$ cat config.mk
export PLATFORM = sky130hd
export DESIGN_NAME = iterative_alu_unit
export DESIGN_NICKNAME = d
export VERILOG_FILES = /design/src/rtl/iterative_alu_unit.sv
export SDC_FILE = /design/constraint.sdc
export NUM_CORES = 1
export LEC_CHECK = 0
export CORE_UTILIZATION = 35
export DETAILED_ROUTE_END_ITERATION = 7
export RECOVER_POWER = 50
export SYNTH_ARGS = -nofsm -noshare
export SYNTH_HDL_FRONTEND = slang
export SYNTH_SLANG_ARGS = --single-unit
export TNS_END_PERCENT = 20
$ cat constraint.sdc
create_clock -name clk -period 5.6 [get_ports clk]
set_input_delay 1.12 -clock clk [delete_from_list [all_inputs] [get_ports clk]]
set_output_delay 1.12 -clock clk [all_outputs]
set_load 0.02 [all_outputs]
$ cat src/rtl/iterative_alu_unit.sv
// Iterative ALU: one-cycle logic/arith ops; shifts run one bit per cycle through a serial shifter.
// Define ALU_BARREL_SHIFT_EN to do shifts in a single cycle (SHIFT state then unreachable).
module iterative_alu_unit #(
  parameter int DATA_W = 32
) (
  input  logic              clk,
  input  logic              rst,
  input  logic              in_valid,
  output logic              in_ready,
  input  logic [3:0]        alu_op,
  input  logic [DATA_W-1:0] a,
  input  logic [DATA_W-1:0] b,
  output logic              out_valid,
  input  logic              out_ready,
  output logic [DATA_W-1:0] result,
  output logic              zero
);
  localparam int SH_W = $clog2(DATA_W);

  // Opcode encoding shared with the ALU control decoder.
  localparam logic [3:0] ALU_ADD  = 4'd0,  ALU_SUB = 4'd1, ALU_AND = 4'd2,
                         ALU_OR   = 4'd3,  ALU_XOR = 4'd4, ALU_SLL = 4'd5,
                         ALU_SRL  = 4'd6,  ALU_SRA = 4'd7, ALU_SLT = 4'd8,
                         ALU_SLTU = 4'd9,  ALU_PASS = 4'd10;

  typedef enum logic [1:0] {IDLE, SHIFT, DONE} state_t;
  state_t state, state_nxt;

  logic [SH_W-1:0] shamt;
  logic            accept, go_shift;
  assign shamt  = b[SH_W-1:0];
  assign accept = in_valid && in_ready;

  function automatic logic [DATA_W-1:0] alu_comb(input logic [3:0] op,
                                                 input logic [DATA_W-1:0] x, y);
    logic [SH_W-1:0] s;
    s = y[SH_W-1:0];
    case (op)
      ALU_ADD:  return x + y;
      ALU_SUB:  return x - y;
      ALU_AND:  return x & y;
      ALU_OR:   return x | y;
      ALU_XOR:  return x ^ y;
      ALU_SLL:  return x << s;
      ALU_SRL:  return x >> s;
      ALU_SRA:  return $signed(x) >>> s;
      ALU_SLT:  return {{(DATA_W-1){1'b0}}, $signed(x) < $signed(y)};
      ALU_SLTU: return {{(DATA_W-1){1'b0}}, x < y};
      default:  return y;  // PASS and any undefined code
    endcase
  endfunction

`ifdef ALU_BARREL_SHIFT_EN
  assign go_shift = 1'b0;
`else
  logic [DATA_W-1:0] acc, acc_sh;
  logic [SH_W-1:0]   cnt;
  logic [3:0]        op_q;

  // shamt==0 skips the serial path; alu_comb then simply returns a.
  assign go_shift = (alu_op == ALU_SLL || alu_op == ALU_SRL || alu_op == ALU_SRA)
                    && (shamt != '0);

  always_comb begin
    acc_sh = acc;
    case (op_q)
      ALU_SLL: acc_sh = {acc[DATA_W-2:0], 1'b0};
      ALU_SRL: acc_sh = {1'b0, acc[DATA_W-1:1]};
      default: acc_sh = {acc[DATA_W-1], acc[DATA_W-1:1]};
    endcase
  end

  always_ff @(posedge clk) begin
    if (!rst) begin
      acc  <= '0;
      cnt  <= '0;
      op_q <= ALU_ADD;
    end else if (accept && go_shift) begin
      acc  <= a;
      cnt  <= shamt;
      op_q <= alu_op;
    end else if (state == SHIFT) begin
      acc  <= acc_sh;
      cnt  <= cnt - SH_W'(1);
    end
  end
`endif

  always_ff @(posedge clk) begin
    if (!rst) state <= IDLE;
    else      state <= state_nxt;
  end

  always_comb begin
    state_nxt = state;
    case (state)
      IDLE:  if (in_valid) state_nxt = go_shift ? SHIFT : DONE;
`ifdef ALU_BARREL_SHIFT_EN
      SHIFT: state_nxt = IDLE;
`else
      SHIFT: if (cnt == SH_W'(1)) state_nxt = DONE;
`endif
      DONE:  if (out_ready) state_nxt = IDLE;
      default: state_nxt = IDLE;
    endcase
  end

  always_comb begin
    in_ready  = (state == IDLE);
    out_valid = (state == DONE);
  end

  // Result only moves on accept or the final shift step, so it is stable through DONE.
  always_ff @(posedge clk) begin
    if (!rst)
      result <= '0;
    else if (accept && !go_shift)
      result <= alu_comb(alu_op, a, b);
`ifndef ALU_BARREL_SHIFT_EN
    else if (state == SHIFT && cnt == SH_W'(1))
      result <= acc_sh;
`endif
  end

  assign zero = (result == '0);
endmodule

==> results list, run 1 <==
* Area of the mapped netlist: 0.01253 mm^2
- Number of cells on the worst reg-to-reg path: 8
* Total via count after detailed routing: 15630
- Power per Cell Area: roughly 170 mW/mm^2
- CTS sink cnt: 75
- Yosys mapped the design onto 80 distinct sky130hd cell types.
* CTS Root Cell: sky130_fd_sc_hd__clkbuf_16
- The worst register-to-register path begins at cnt[0]$_SDFFE_PN0P_.
* Number of vias per cell after detailed routing: 6.667
- Worst hold stages: 1
* Total internal power: ~1.3 mW
- Summed over all failing endpoints, the final setup total negative slack is 0 ns.
* FMAX: 0.1977 GHz
- GR Overflow Total: 0
- Of all flip-flops after synthesis, the portion carrying an async set or reset was 0.
- Drt first pass iters: 7
- Layer with the highest usage after global routing: met2
- Measured against its own limit, the worst slew margin works out to -0.06872.
- The number of global-route vias before repair was 14600.
* Hold-critical path endpoint: op_q[2]$_SDFFE_PN0P_
- Setup repair after global routing left no endpoint under its margin.
* Overall Global Routing Usage: 0.3861
* Time the worst path needs with I/O delays and setup: between 5 and 6 ns
- Final setup vio count: 0
- Min setup slack post-route: 0.5415 ns
- The region available for standard cell placement spans 0.03488 mm^2.
* Transition time at the pin with the least slew margin: 1.603 ns
* Area grow syn2layout: 16.45%
- The analysis attributes to cell leakage a power of 5.780 nW.
* Syn Area/Cell: around 6.9 um^2
- IO Count: 107
* Crit path max fanout: 33
* Final #Nets: just over 2000
* Number of flops mapped to enable cells by yosys: 0
- The initialized floorplan defines 68 standard-cell rows.
* Run status: finished, violations left
- Vertical extent of the die: 191.2 um
- For this run, the number of Yosys warnings is 0.
- Worst-skew pair later-pin latency: 0.36 ns
* Critical Path Sink Type: flop
* I/O Buffers: 106
- Initial Utilization: 0.3593
- Clk_skew: 0.009710 ns
- Across all hold checks on the routed design, the worst slack comes to 0.4840 ns.
- Remaining design rule violation count: 0
* Required @ worst endpoint: 5.88 ns
- TritonCTS built the clock tree.
- Hold Path Origin: op_q[2]$_SDFFE_PN0P_
* Peak supply drop: 0.1449 mV
- Share of layout cells above drive strength 1: 0.09274
- Post-DP HPWL: approximately 56 mm
- CTS Hold Bufs: 0
- Antenna violations before repair: 3
- Failing checks: max-capacitance violations, max-slew violations
- Routability congestion estimate: between 1 and 1.5
- In the synthesized netlist the dominant register cell turns out to be sky130_fd_sc_hd__dfxtp_1.
- In the synthesized netlist, the number of instances is 1808.
- # resized after CTS: 0
- Maxcap violations: 1
- Once the clock tree was built, the setup fixing pass inserted 0 buffers.
- Prior to clock tree synthesis, the placed netlist has a worst setup slack of about 0.46 ns.
- Global-route met2 utilization: 0.6016
- Full die area: 0.03657 mm^2
- Counting every net in the synthesized netlist gives roughly 2000.
- The endpoint identified for the worst register-to-register timing path is result[28]$_SDFFE_PN0P_.
- Type of the worst min-delay path: reg -> reg
- After clock tree synthesis, the clock-pin slew on the worst setup and hold paths is roughly 0.06 ns.
* M3 GR Usage: 0.07527
* Antenna-violating nets left: 0
- STA classifies the critical path startpoint as a primary input.
- Overall power consumption after layout is estimated at 2.520 mW.
- Final wirelength: 71.42 mm
- Of the total power, the clock network draws 0.219.
- The number of clock buffers added by TritonCTS is 9.
- Start-to-end type of the worst setup path: in -> reg
- Of the total power, registers draw 0.242.
- Switching portion of total power: 0.4668
- Routed len/inst: 30.46 um
- In this run, synthesis produced a sequential element count of 75.
- First-pass GRT wire length: 102.2 mm
- Reg-to-reg setup timing slack: 2.17 ns
- The die is 191.2 um wide.
* Share of synthesized area occupied by flip-flops and latches: 0.1198
- Comb pwr share: 0.539
* Switching Power: about 1.2 mW
* H-tree depth: 3
* Clock buffer depth: 2
* Share of the clock period used by the worst path after layout: 0.9033
- For met1 alone, demand over resource in global routing was 0.4779.
- Entering global routing, the biggest net connects 68 pins.
* Number of pins with negative max-slew slack in the final report: 34
- Arrival time reported for the critical path endpoint: 5.34 ns
* Final Hold Vio Count: 0
- In this run, the number of DRC markers left after iteration 0 of detailed routing was 1920.
-- through the flow --
| step | utilization | cell area (um^2) | std cells |
|---|---|---|---|
| floorplan | - | 12530 | 1808 |
| global placement | 0.4118 | 14370 | 2329 |
| detailed placement | 0.4118 | 14370 | 2329 |
| CTS | 0.4192 | 14620 | 2342 |
| global route | 0.4182 | 14590 | 2342 |
| finish | 0.4184 | 14600 | 2345 |
-- metal layers --
layer,wire [um],up-vias,part of all wire
met5,0,-,0
met4,5640,0,0.079
met3,5827,209,0.082
met2,31510,972,0.44
met1,28440,7562,0.40
li1,-,6890,-
-- flip-flops by register name, indices dropped and copies added, names as in the netlist --
name    cells
op_q        4
state       2
result     32
acc        32
cnt         5
-- power by group through the flow --
stage	logic, mW	clock network [mW]	registers [mW]
2_1_floorplan	0.733	0	0.638
3_3_place_gp	1.33	0	0.621
3_5_place_dp	1.32	0	0.622
4_1_cts	1.33	0.563	0.611
5_1_grt	1.43	0.581	0.614
6_report	1.36	0.551	0.611
-- Yosys cell counts (6+ instances only) --
| cell | n | share of area |
|---|---|---|
| sky130_fd_sc_hd__nand3_1 | 30 | 0.012 |
| sky130_fd_sc_hd__dfxtp_1 | 75 | 0.12 |
| sky130_fd_sc_hd__o21bai_1 | 12 | 0.0072 |
| sky130_fd_sc_hd__a31oi_1 | 23 | 0.011 |
| sky130_fd_sc_hd__nor4_1 | 26 | 0.013 |
| sky130_fd_sc_hd__nand2b_1 | 17 | 0.0085 |
| sky130_fd_sc_hd__a21oi_1 | 166 | 0.066 |
| sky130_fd_sc_hd__a22oi_1 | 12 | 0.0072 |
| sky130_fd_sc_hd__o221ai_1 | 28 | 0.020 |
| sky130_fd_sc_hd__clkbuf_1 | 106 | 0.032 |
| sky130_fd_sc_hd__a211oi_1 | 25 | 0.015 |
| sky130_fd_sc_hd__mux4_2 | 16 | 0.029 |
| sky130_fd_sc_hd__a21boi_0 | 16 | 0.0096 |
| sky130_fd_sc_hd__nand4_1 | 12 | 0.0060 |
| sky130_fd_sc_hd__o2111ai_1 | 10 | 0.0070 |
| sky130_fd_sc_hd__nor2b_1 | 50 | 0.025 |
| sky130_fd_sc_hd__mux2i_1 | 96 | 0.077 |
| sky130_fd_sc_hd__buf_2 | 13 | 0.0052 |
| sky130_fd_sc_hd__nor3_1 | 29 | 0.012 |
| sky130_fd_sc_hd__nor2_1 | 230 | 0.069 |
| sky130_fd_sc_hd__a221oi_1 | 46 | 0.032 |
| sky130_fd_sc_hd__o31ai_1 | 10 | 0.0060 |
| sky130_fd_sc_hd__ha_1 | 102 | 0.10 |
| sky130_fd_sc_hd__xnor2_1 | 6 | 0.0042 |
| sky130_fd_sc_hd__a221o_1 | 9 | 0.0072 |
| sky130_fd_sc_hd__mux2_2 | 22 | 0.020 |
| sky130_fd_sc_hd__or3_1 | 10 | 0.0050 |
| sky130_fd_sc_hd__or2_2 | 7 | 0.0035 |
| sky130_fd_sc_hd__inv_1 | 102 | 0.031 |
| sky130_fd_sc_hd__nand2_1 | 155 | 0.046 |
| sky130_fd_sc_hd__o21a_1 | 11 | 0.0066 |
| sky130_fd_sc_hd__nor3b_1 | 6 | 0.0036 |
| sky130_fd_sc_hd__o22ai_1 | 26 | 0.013 |
| sky130_fd_sc_hd__o21ai_0 | 116 | 0.046 |
| sky130_fd_sc_hd__a21o_1 | 11 | 0.0066 |
| sky130_fd_sc_hd__a211o_1 | 9 | 0.0063 |
| sky130_fd_sc_hd__buf_1 | 13 | 0.0039 |
| sky130_fd_sc_hd__and3_1 | 7 | 0.0035 |
| sky130_fd_sc_hd__o311ai_0 | 12 | 0.0084 |
| sky130_fd_sc_hd__o211ai_1 | 43 | 0.026 |
| sky130_fd_sc_hd__a2111oi_0 | 12 | 0.0084 |
-- cell families (layout without fill, tap and decap cells) --
kind of cell	count (synthesis)	count (layout)	share of synthesized area
other cells	0	3	0
xor+xnor	7	7	0.004891
compound gates	650	650	0.3497
mux	136	136	0.1276
fa+ha+maj	104	104	0.1050
flops	75	75	0.1198
simple gates	595	595	0.2175
buf+inv	241	320	0.07556
-- worst max-delay path by stage --
stage,from,to,depth (start not counted)
2_1_floorplan,b[2],result[28]$_SDFFE_PN0P_,14
3_3_place_gp,a[0],result[28]$_SDFFE_PN0P_,14
3_5_place_dp,a[12],result[30]$_SDFFE_PN0P_,12
4_1_cts,a[12],result[30]$_SDFFE_PN0P_,12
5_1_grt,alu_op[0],acc[6]$_SDFFE_PN0P_,10
6_report,alu_op[0],cnt[3]$_SDFFE_PN0P_,10
-- critical path, cell delays in order --
cell                            delay, ns
sky130_fd_sc_hd__dlygate4sd3_1       0.67
sky130_fd_sc_hd__clkbuf_1            0.52
sky130_fd_sc_hd__nor2_1              0.10
sky130_fd_sc_hd__a2111oi_0           0.42
sky130_fd_sc_hd__clkbuf_1            0.41
sky130_fd_sc_hd__nand2_1             0.14
sky130_fd_sc_hd__nor3_1              0.27
sky130_fd_sc_hd__clkbuf_1            1.20
sky130_fd_sc_hd__a222oi_1            0.33
sky130_fd_sc_hd__nor2b_1             0.16
-- area by class of cell --
type / instances / area [um^2]
clock inverters: 3 / 17.52
well taps: 455 / 569.3
repair buffers: 204 / 1772
flip-flops and latches: 75 / 1501
multi-input cells: 1492 / 10100
clock buffers: 10 / 239.0
inverters: 103 / 386.6
fillers: 3752 / 20290
diodes: 3 / 7.507
-- cell usage in the layout, fill, tap and decap left out, drive strengths merged, types with 9 or more instances in the layout --
| cell type | Yosys | layout |
|---|---|---|
| a21o | 11 | 11 |
| mux2i | 96 | 96 |
| o31ai | 10 | 10 |
| a22oi | 12 | 12 |
| a21boi | 16 | 16 |
| a211oi | 26 | 26 |
| a31oi | 23 | 23 |
| o211ai | 43 | 43 |
| dfxtp | 75 | 75 |
| nand4 | 12 | 12 |
| nand2 | 155 | 155 |
| a221oi | 47 | 47 |
| dlygate4sd3 | 0 | 35 |
| a221o | 9 | 9 |
| a211o | 9 | 9 |
| ha | 102 | 102 |
| a2111oi | 13 | 13 |
| o311ai | 12 | 12 |
| nor2b | 50 | 50 |
| a21oi | 166 | 166 |
| or3 | 10 | 10 |
| nor2 | 230 | 230 |
| nand2b | 17 | 17 |
| mux4 | 16 | 16 |
| o22ai | 26 | 26 |
| o221ai | 28 | 28 |
| buf | 32 | 99 |
| o21ai | 119 | 119 |
| clkbuf | 106 | 14 |
| o21bai | 12 | 12 |
| nand3 | 30 | 30 |
| mux2 | 24 | 24 |
| o21a | 11 | 11 |
| nor4 | 27 | 27 |
| o2111ai | 10 | 10 |
| nor3 | 30 | 30 |
| clkdlybuf4s50 | 0 | 66 |
| inv | 102 | 102 |
Power figures use the tool's default switching activity.
==> run 2: changes to the inputs <==
- DONT_BUFFER_PORTS: default -> 1
- SLEW_MARGIN: default -> 0
==> results list, run 2 (synthesis results as in run 1) <==
- The flow ran to the end, but the final reports show violations.
* Failing checks: max-capacitance violations, max-slew violations
* GR Overflow Total: 0
* Count of buffering cells on the critical path with inverters included: 0
- Dividing the detail-routed wire length by the instance count gives just over 30 um.
* Min setup slack post-route: 0.6829 ns
- The share of total power dissipated in the clock network is 0.259.
- Required @ worst endpoint: 5.86 ns
- The number of pins with negative max-slew slack in the final report was 6.
* Worst slack at placement: 1.137 ns
* # resized after CTS: 0
- CTS tree: built
- Once detail routing completed, the nets flagged for antenna violations numbered 0.
- In this run the deepest clock path goes through 2 buffers.
- For the final routed database, the setup TNS stands at 0 ns.
* Critical Path Sink Type: flop
- Total internal power: about 1.3 mW
- Detailed router's first-iteration violation count: 1798
- Endpoint of the worst register-to-register path: result[20]$_SDFFE_PN0P_
- For this run, the detailed router's first-pass iteration total came to 6.
- Leakage power: 4.959 nW
* Type of the worst min-delay path: reg -> reg
- Final Hold Vio Count: 0
- Via count of the first global-routing pass: 13860
- Commonest cells after routing, fill and taps aside: sky130_fd_sc_hd__nor2_1, sky130_fd_sc_hd__a21oi_1, sky130_fd_sc_hd__nand2_1
- Final wirelength: 65.69 mm
- Critical-path cell list: nor4_1 > a2111oi_0 > nor2_1 > nand2_1 > o221ai_1 > a211oi_1
- In the global route stage, overall resource usage came out at 0.3519.
- Switching portion of total power: 0.4463
* Worst r2r src: state[0]$_SDFFE_PN0P_
* Setup repair after global routing missed its margin: false
* Power per Cell Area: around 170 mW/mm^2
- Transition time at the pin with the least slew margin: 1.938 ns
- Crit path max fanout: 94
- The worst setup path is launched from a primary input.
- Post-DP HPWL: 50.36 mm
- Total via count after detailed routing: 14760
* H-tree depth: 3
- CTS Root Cell: sky130_fd_sc_hd__clkbuf_16
- Clock tree synthesis found a total of between 70 and 80 sinks.
- Hold Path Origin: op_q[2]$_SDFFE_PN0P_
* Most frequent standard cell in the layout excluding fill and tap cells: sky130_fd_sc_hd__nor2_1
* Core Footprint: about 0.035 mm^2
- The count of buffers added on input and output ports is 0.
- Final setup vio count: 0
- Comb pwr share: 0.456
- In the final layout, the share of cells above drive strength 1 is 0.05903.
- Max-cap violations in this run came to 1.
* Part of the total power dissipated in sequential elements: 0.285
- In this design, the stage delay of the slowest critical-path cell is ~1.6 ns.
* Area grow syn2layout: 4.023%
- Start-to-end type of the worst setup path: in -> reg
* Hold-critical path endpoint: op_q[2]$_SDFFE_PN0P_
* Largest net degree at the start of global routing: 95
- The initial antenna violation count was 0.
- Number of standard-cell rows in the floorplan: 68
* Clk_skew: 0.01004 ns
* Worst path top cell family by delay: compound AO/OA/AOI/OAI gates
- Time the worst path needs with I/O delays and setup: 4.917 ns
- In the routed layout, each cell is associated on average with a via count of 6.809.
- Routability congestion estimate: roughly 1.0
- Slew HR: -0.3257
- Peak supply drop: ~0.15 mV
- The first global-routing pass estimated 95.34 mm of wire.
- In this run the power spent charging and discharging nets is between 1 and 1.5 mW.
- Num CTS Buffers: 9
* Vertical extent of the die: around 190 um
* Arrival time reported for the critical path endpoint: 5.18 ns
- At the later pin of the worst-skew pair, clock insertion delay measures between 0.3 and 0.4 ns.
- Largest registers: acc x32, result x32, cnt x5
- # Post-CTS Setup Buffers: 0
- CTS Hold Bufs: 0
* Initial Utilization: 0.3593
- Final #Nets: roughly 1900
* Worst hold stages: 1
- Remaining design rule violation count: 0
- In this run the count of I/O pins placed on the die edge is 107.
- Among all stages on the critical path, the largest delay is contributed by sky130_fd_sc_hd__a2111oi_0.
- Number of cells on the worst reg-to-reg path: 7
- In the finished design, the share of the clock period the worst path needs comes to 0.8781.
* FMAX: between 0.2 and 0.25 GHz
* Reg-to-reg setup timing slack: 1.89 ns
- Clock Pin Slew Worst Setup and Hold Paths: 0.07 ns
- Chip Width: 191.2 um
- The floorplan step defined a die boundary enclosing between 0.03 and 0.04 mm^2.
-- run 2: cell types whose count changed in the layout (fill, tap and decap cells not counted), moves of 2 or more --
cell                              before  now
sky130_fd_sc_hd__buf_4                94   24
sky130_fd_sc_hd__clkdlybuf4s50_1      66    0
sky130_fd_sc_hd__dlygate4sd3_1        35    0
sky130_fd_sc_hd__buf_2                 4    0
sky130_fd_sc_hd__clkbuf_1              4    1
sky130_fd_sc_hd__clkinvlp_4            1    3
sky130_fd_sc_hd__diode_2               3    1
-- run 2: worst max path at each step --
stage	startpoint	endpoint	cells past startpoint
6_report	b[0]	result[28]$_SDFFE_PN0P_	6
5_1_grt	b[0]	result[28]$_SDFFE_PN0P_	6
4_1_cts	b[0]	result[28]$_SDFFE_PN0P_	11
3_5_place_dp	b[0]	result[28]$_SDFFE_PN0P_	11
3_3_place_gp	a[0]	result[30]$_SDFFE_PN0P_	11
2_1_floorplan	b[2]	result[28]$_SDFFE_PN0P_	14
-- run 2: metrics by stage --
stage | hold WS, ns | util | std cells | power, mW | cell area (um^2)
2_1_floorplan | 0.4468 | - | 1808 | 1.370 | 12530
3_3_place_gp | 0.4669 | 0.3660 | 2150 | 1.662 | 12770
3_5_place_dp | 0.4830 | 0.3660 | 2150 | 1.656 | 12770
4_1_cts | 0.4966 | 0.3742 | 2166 | 2.241 | 13060
5_1_grt | 0.5159 | 0.3737 | 2166 | 2.362 | 13040
6_report | 0.4882 | 0.3738 | 2167 | 2.269 | 13040
-- run 2: final cells by class --
type	instances	area, um^2
clock buffers	11	252.7
well taps	455	569.3
repair buffers	25	183.9
clock inverters	5	36.28
multi-input cells	1492	10110
flip-flops and latches	75	1501
inverters	103	386.6
fillers	3827	21840
diodes	1	2.502
-- run 2: power by group through the flow --
stage          sequential [mW]  clock, mW  combinational, mW
6_report                 0.648      0.587               1.03
2_1_floorplan            0.638          0              0.733
4_1_cts                  0.647      0.591               1.00
5_1_grt                  0.651      0.611               1.10
3_3_place_gp             0.658          0               1.00
3_5_place_dp             0.659          0              0.998
-- run 2: worst register-to-register path: cells and delay by family (launching register included) --
| family | cells | cell delay [ns] |
|---|---|---|
| AND/OR/NAND/NOR | 4 | 2.61 |
| flip-flops | 1 | 0.38 |
| AO/OA/AOI/OAI | 3 | 0.62 |
-- run 2: metal layers --
metal	routed length [um]	up-vias	GRT usage
met4	4442	0	0.2060
met3	5601	190	0.06848
li1	-	6556	-
met5	0	-	0
met2	29180	874	0.5534
met1	26460	7136	0.4449
